### src/rtl/jt1942_rom_arbiter.sv
// Round-robin arbiter sharing one registered-output ROM read port between NREQ fetch units.
// Optional macro JT1942_ARB_PRIO0_EN gives requester 0 (CPU) absolute priority.
module jt1942_rom_arbiter #(
    parameter int NREQ = 4,
    parameter int AW   = 17,
    parameter int DW   = 16,
    parameter int LAT  = 1
) (
    input  logic              clk,
    input  logic              rst_n,
    input  logic              downloading,
    input  logic [NREQ-1:0]   req,
    input  logic [NREQ*AW-1:0] addr,
    output logic [NREQ-1:0]   ok,
    output logic [DW-1:0]     data_out,
    output logic [AW-1:0]     rom_addr,
    input  logic [DW-1:0]     rom_data,
    output logic              busy
);

    localparam int IW = (NREQ > 1) ? $clog2(NREQ) : 1;

    typedef enum logic [1:0] {
        IDLE = 2'd0,
        WAIT = 2'd1,
        DONE = 2'd2
    } state_t;

    state_t          state;
    logic [2:0]      cnt;
    logic [IW-1:0]   last;
    logic [IW-1:0]   gnt;
    logic [IW-1:0]   win;
    logic [AW-1:0]   win_addr;
    logic [NREQ-1:0] gnt_onehot;

    // Scan starts just after the previous winner so every requester gets a turn.
    function automatic logic [IW-1:0] pick(input logic [NREQ-1:0] r, input logic [IW-1:0] l);
        logic [IW-1:0] w;
        logic          found;
        int            j;
        w     = l;
        found = 1'b0;
`ifdef JT1942_ARB_PRIO0_EN
        if (r[0]) begin
            w     = '0;
            found = 1'b1;
        end
`endif
        for (int k = 1; k <= NREQ; k++) begin
            j = (int'(l) + k) % NREQ;
            if (!found && r[j]) begin
                w     = IW'(j);
                found = 1'b1;
            end
        end
        return w;
    endfunction

    always_comb begin
        win = pick(req, last);
    end

    always_comb begin
        win_addr = '0;
        for (int i = 0; i < NREQ; i++) begin
            if (win == IW'(i)) win_addr = addr[i*AW +: AW];
        end
    end

    always_comb begin
        gnt_onehot = '0;
        for (int i = 0; i < NREQ; i++) begin
            if (gnt == IW'(i)) gnt_onehot[i] = 1'b1;
        end
    end

    assign busy = (state != IDLE);

    always_ff @(posedge clk or negedge rst_n) begin
        if (!rst_n) begin
            state    <= IDLE;
            ok       <= '0;
            data_out <= '0;
            rom_addr <= '0;
            cnt      <= '0;
            gnt      <= '0;
            last     <= IW'(NREQ - 1);
        end else begin
            case (state)
                IDLE: begin
                    if (!downloading && |req) begin
                        rom_addr <= win_addr;
                        gnt      <= win;
                        cnt      <= 3'(LAT);
                        state    <= WAIT;
`ifdef JT1942_ARB_PRIO0_EN
                        // CPU grants do not disturb the rotation among the others.
                        if (!req[0]) last <= win;
`else
                        last <= win;
`endif
                    end
                end
                WAIT: begin
                    if (cnt == 3'd0) begin
                        data_out <= rom_data;
                        ok       <= gnt_onehot;
                        state    <= DONE;
                    end else begin
                        cnt <= cnt - 3'd1;
                    end
                end
                DONE: begin
                    ok    <= '0;
                    state <= IDLE;
                end
                default: begin
                    ok    <= '0;
                    state <= IDLE;
                end
            endcase
        end
    end

endmodule

### config.mk
export PLATFORM = sky130hd
export DESIGN_NAME = jt1942_rom_arbiter
export DESIGN_NICKNAME = d
export VERILOG_FILES = /design/src/rtl/jt1942_rom_arbiter.sv
export SDC_FILE = /design/constraint.sdc
export NUM_CORES = 1
export LEC_CHECK = 0
export ABC_AREA = 1
export BUFFER_PORTS_ARGS = -buffer_cell sky130_fd_sc_hd__buf_2
export CORE_MARGIN = 1
export CORE_UTILIZATION = 35
export CTS_BUF_LIST = sky130_fd_sc_hd__clkbuf_16
export DETAILED_ROUTE_END_ITERATION = 16
export PLACE_DENSITY_LB_ADDON = 0.12
export SLEW_MARGIN = 10
export SYNTH_ARGS = -nofsm -noshare
export SYNTH_HDL_FRONTEND = slang
export SYNTH_SLANG_ARGS = --single-unit
### constraint.sdc
create_clock -name clk -period 5.1 [get_ports clk]
set_input_delay 0.255 -clock clk [delete_from_list [all_inputs] [get_ports clk]]
set_output_delay 0.255 -clock clk [all_outputs]
set_load 0.05 [all_outputs]
==> results.py <==
metrics = {
    "run_status": {
        "status": "complete, no violations",
    },
    "final_layout": {
        "final_cells": 601,
        "area_growth_pct": 31.3,
        "fillers": 823,
        "drive_gt1_share_pct": 30.9,
        "final_nets": 594,
        "antenna_cells": 0,
    },
    "placement": {
        "dpl.hpwl_um": 5220,
        "gp_congestion": 0.827,
        "dp.cells": 593,
        "portBuffers": 128,
    },
    "detailed_routing": {
        "wire_per_inst_um": 11.7,
        "route.layer.met1.wl_um": 3120,
        "wl_met3_um": 386,
        "via_count": 2721,
        "via_per_inst": 4.53,
        "drt-total-wl_um": 7060,
        "ant_nets": 0,
        "drt-pass1-iter-count": 4,
        "top_layer": "met4",
        "drtIter0Drc": 178,
        "dr_wl_met2_um": 3450,
        "drc_errors": 0,
    },
    "timing": {
        "grt_setup_unrepaired": "false",
        "tns_ns": 0,
        "hold_viol": 0,
        "setup_viol": 0,
        "relSlewSlack_pct": 32.2,
        "final_max_slew_viol_count": 0,
        "fmax_mhz": 385,
        "worst_pin_slew_ns": 1.02,
        "min_period_ns": 2.60,
        "fin_skew_ns": 0.00248,
        "post-route-period-util_pct": 51.0,
    },
    "cts": {
        "cts_made_buffers": 5,
        "cts_resized": 0,
        "cts_max_level": 2,
        "hold_buffers": 0,
        "cts_setup_buffers": 0,
        "cts_tree": "yes",
        "insertion_delay_ns": 0.29,
        "cts.sinks": 46,
        "clk_pin_slew_ns": 0.06,
        "clockBufferDepth": 2,
        "root_buffer": "clkbuf_16",
    },
    "die": {
        "ios": 129,
        "die_w_um": 89.3,
        "row_count": 31,
        "die-area_sq_um": 7970,
        "core_sq_um": 7290,
        "initial_core_util_pct": 36.5,
        "die_h_um": 89.3,
    },
    "yosys": {
        "async_flop_share_pct": 100,
        "ys_types": 25,
        "yosys_register_bits": 46,
        "synthesis.nets": 472,
        "syn_area_sq_um": 2670,
        "ys.flop_type": "dfrtp_1",
        "syn_inst": 379,
        "ys_warn_count": 0,
        "synth_edf_count": 0,
        "avgSynthCellArea_sq_um": 7.03,
        "synth-seq-area-share_pct": 43.3,
    },
    "critical_path": {
        "critical_path.slowest_cell": "inv_1",
        "critical_path.max_stage_delay_ns": 0.79,
        "crit_family": "simple AND/OR/NAND/NOR gates",
        "endpoint_kind": "flip-flop",
        "path_cells": "nor2_1 -> nand3_1 -> inv_1 -> o21ai_0 -> inv_1 -> nand2_1 -> nand2_1",
        "crit_fanout": 24,
        "arrival_ns": 2.82,
        "cp-start-kind": "flip-flop",
        "worstPathRequired_ns": 5.32,
        "r2r_start": "state[1]",
        "critPathKind": "reg -> reg",
        "path_buf_inv": 2,
        "crit_start": "state[1]",
    },
    "grt": {
        "grt_overflow": 0,
        "grt_usage_pct": 18.2,
        "grt_pass1_wl_um": 11100,
        "antenna_found_initial": 0,
        "grt_max_degree": 47,
        "grt_pass1_vias": 2509,
    },
    "min_path": {
        "min_path_type": "in -> async",
    },
    "run": {
        "maxCapViolations": 0,
    },
}
==> synthesized netlist by cell type, types with 2 or more instances <==
library cell | count | area share (%)
a21oi_1 | 2 | 0.38
buf_4 | 3 | 0.85
buf_6 | 5 | 2.1
clkbuf_1 | 5 | 0.70
dfrtp_1 | 44 | 41
dfstp_2 | 2 | 2.0
ha_1 | 2 | 0.94
inv_1 | 39 | 5.5
inv_2 | 3 | 0.42
nand2_1 | 166 | 23
nand2_2 | 6 | 1.4
nand2_4 | 4 | 1.7
nand3_1 | 33 | 6.2
nor2_1 | 9 | 1.3
nor2_2 | 2 | 0.47
o21ai_0 | 35 | 6.6
o21ai_1 | 10 | 1.9
o31ai_1 | 2 | 0.56
==> flip-flops by register name, indices dropped and copies added, names as in the netlist <==
| name | flops |
|---|---|
| rom_addr | 17 |
| data_out | 16 |
| ok | 4 |
| cnt | 3 |
| gnt | 2 |
| last | 2 |
| state | 2 |
==> logic make-up (layout without fill, tap and decap cells) <==
| logic type | count (synthesis) | count (layout) | synth area share, % |
|---|---|---|---|
| AO/OA/AOI/OAI | 49 | 49 | 9.39 |
| XOR/XNOR | 1 | 1 | 0.329 |
| adder cells (fa/ha/maj) | 2 | 2 | 0.939 |
| buffers and inverters | 57 | 180 | 9.95 |
| flip-flops | 46 | 46 | 43.3 |
| AND/OR/NAND/NOR | 224 | 224 | 36.1 |
==> cell type report <==
type                    count  area, sq um  area share, %
well taps                  99          124           3.54
clock inverters             3         41.3           1.18
multi-input cells         276         1250           35.6
repair buffers            128          641           18.3
inverters                  44          168           4.79
clock buffers               5          125           3.58
flip-flops and latches     46         1150           33.0
==> through the flow <==
| step | hold WS, ns | cell area (sq um) | util [%] | setup slack [ns] |
|---|---|---|---|---|
| finish | 0.143 | 3500 | 48.0 | 2.50 |
| global route | 0.174 | 3500 | 48.0 | 2.14 |
| CTS | 0.158 | 3500 | 48.0 | 2.38 |
| detailed placement | 0.453 | 3330 | 45.7 | 2.39 |
| global placement | 0.450 | 3330 | 45.7 | 2.36 |
| floorplan | -0.0406 | 2670 | - | 3.15 |
==> final timing paths <==
path / cells past startpoint / slack [ns] / to
setup / recovery: 7 / 2.50 / rom_addr[8]
hold / removal: 1 / 0.14 / rom_addr[8]
setup reg to reg: 7 / 2.50 / rom_addr[8]
hold reg to reg: 2 / 0.47 / data_out[5]
max in group asynchronous: 1 / 4.33 / data_out[13]
min in group clk: 3 / 0.16 / data_out[11]
==> placed cells by master (no fill, tap or decap), types with 2 or more instances in the layout <==
master,instances
buf_2,128
nand3_1,33
clkbuf_16,5
dfrtp_1,44
nand2_4,4
o31ai_1,2
nor2_2,2
o21ai_1,10
o21ai_0,35
a21oi_1,2
ha_1,2
nand2_1,166
dfstp_2,2
nand2_2,6
inv_1,40
inv_2,3
nor2_1,9
==> per-layer routing <==
layer / track usage, % / vias up
li1: - / 1423
met4: 5.05 / 0
met3: 4.16 / 10
met2: 31.7 / 66
met5: 0 / -
met1: 22.7 / 1222
Power is not shown: default switching activity piles up to over one toggle a cycle in this logic, so the estimate is an artifact.
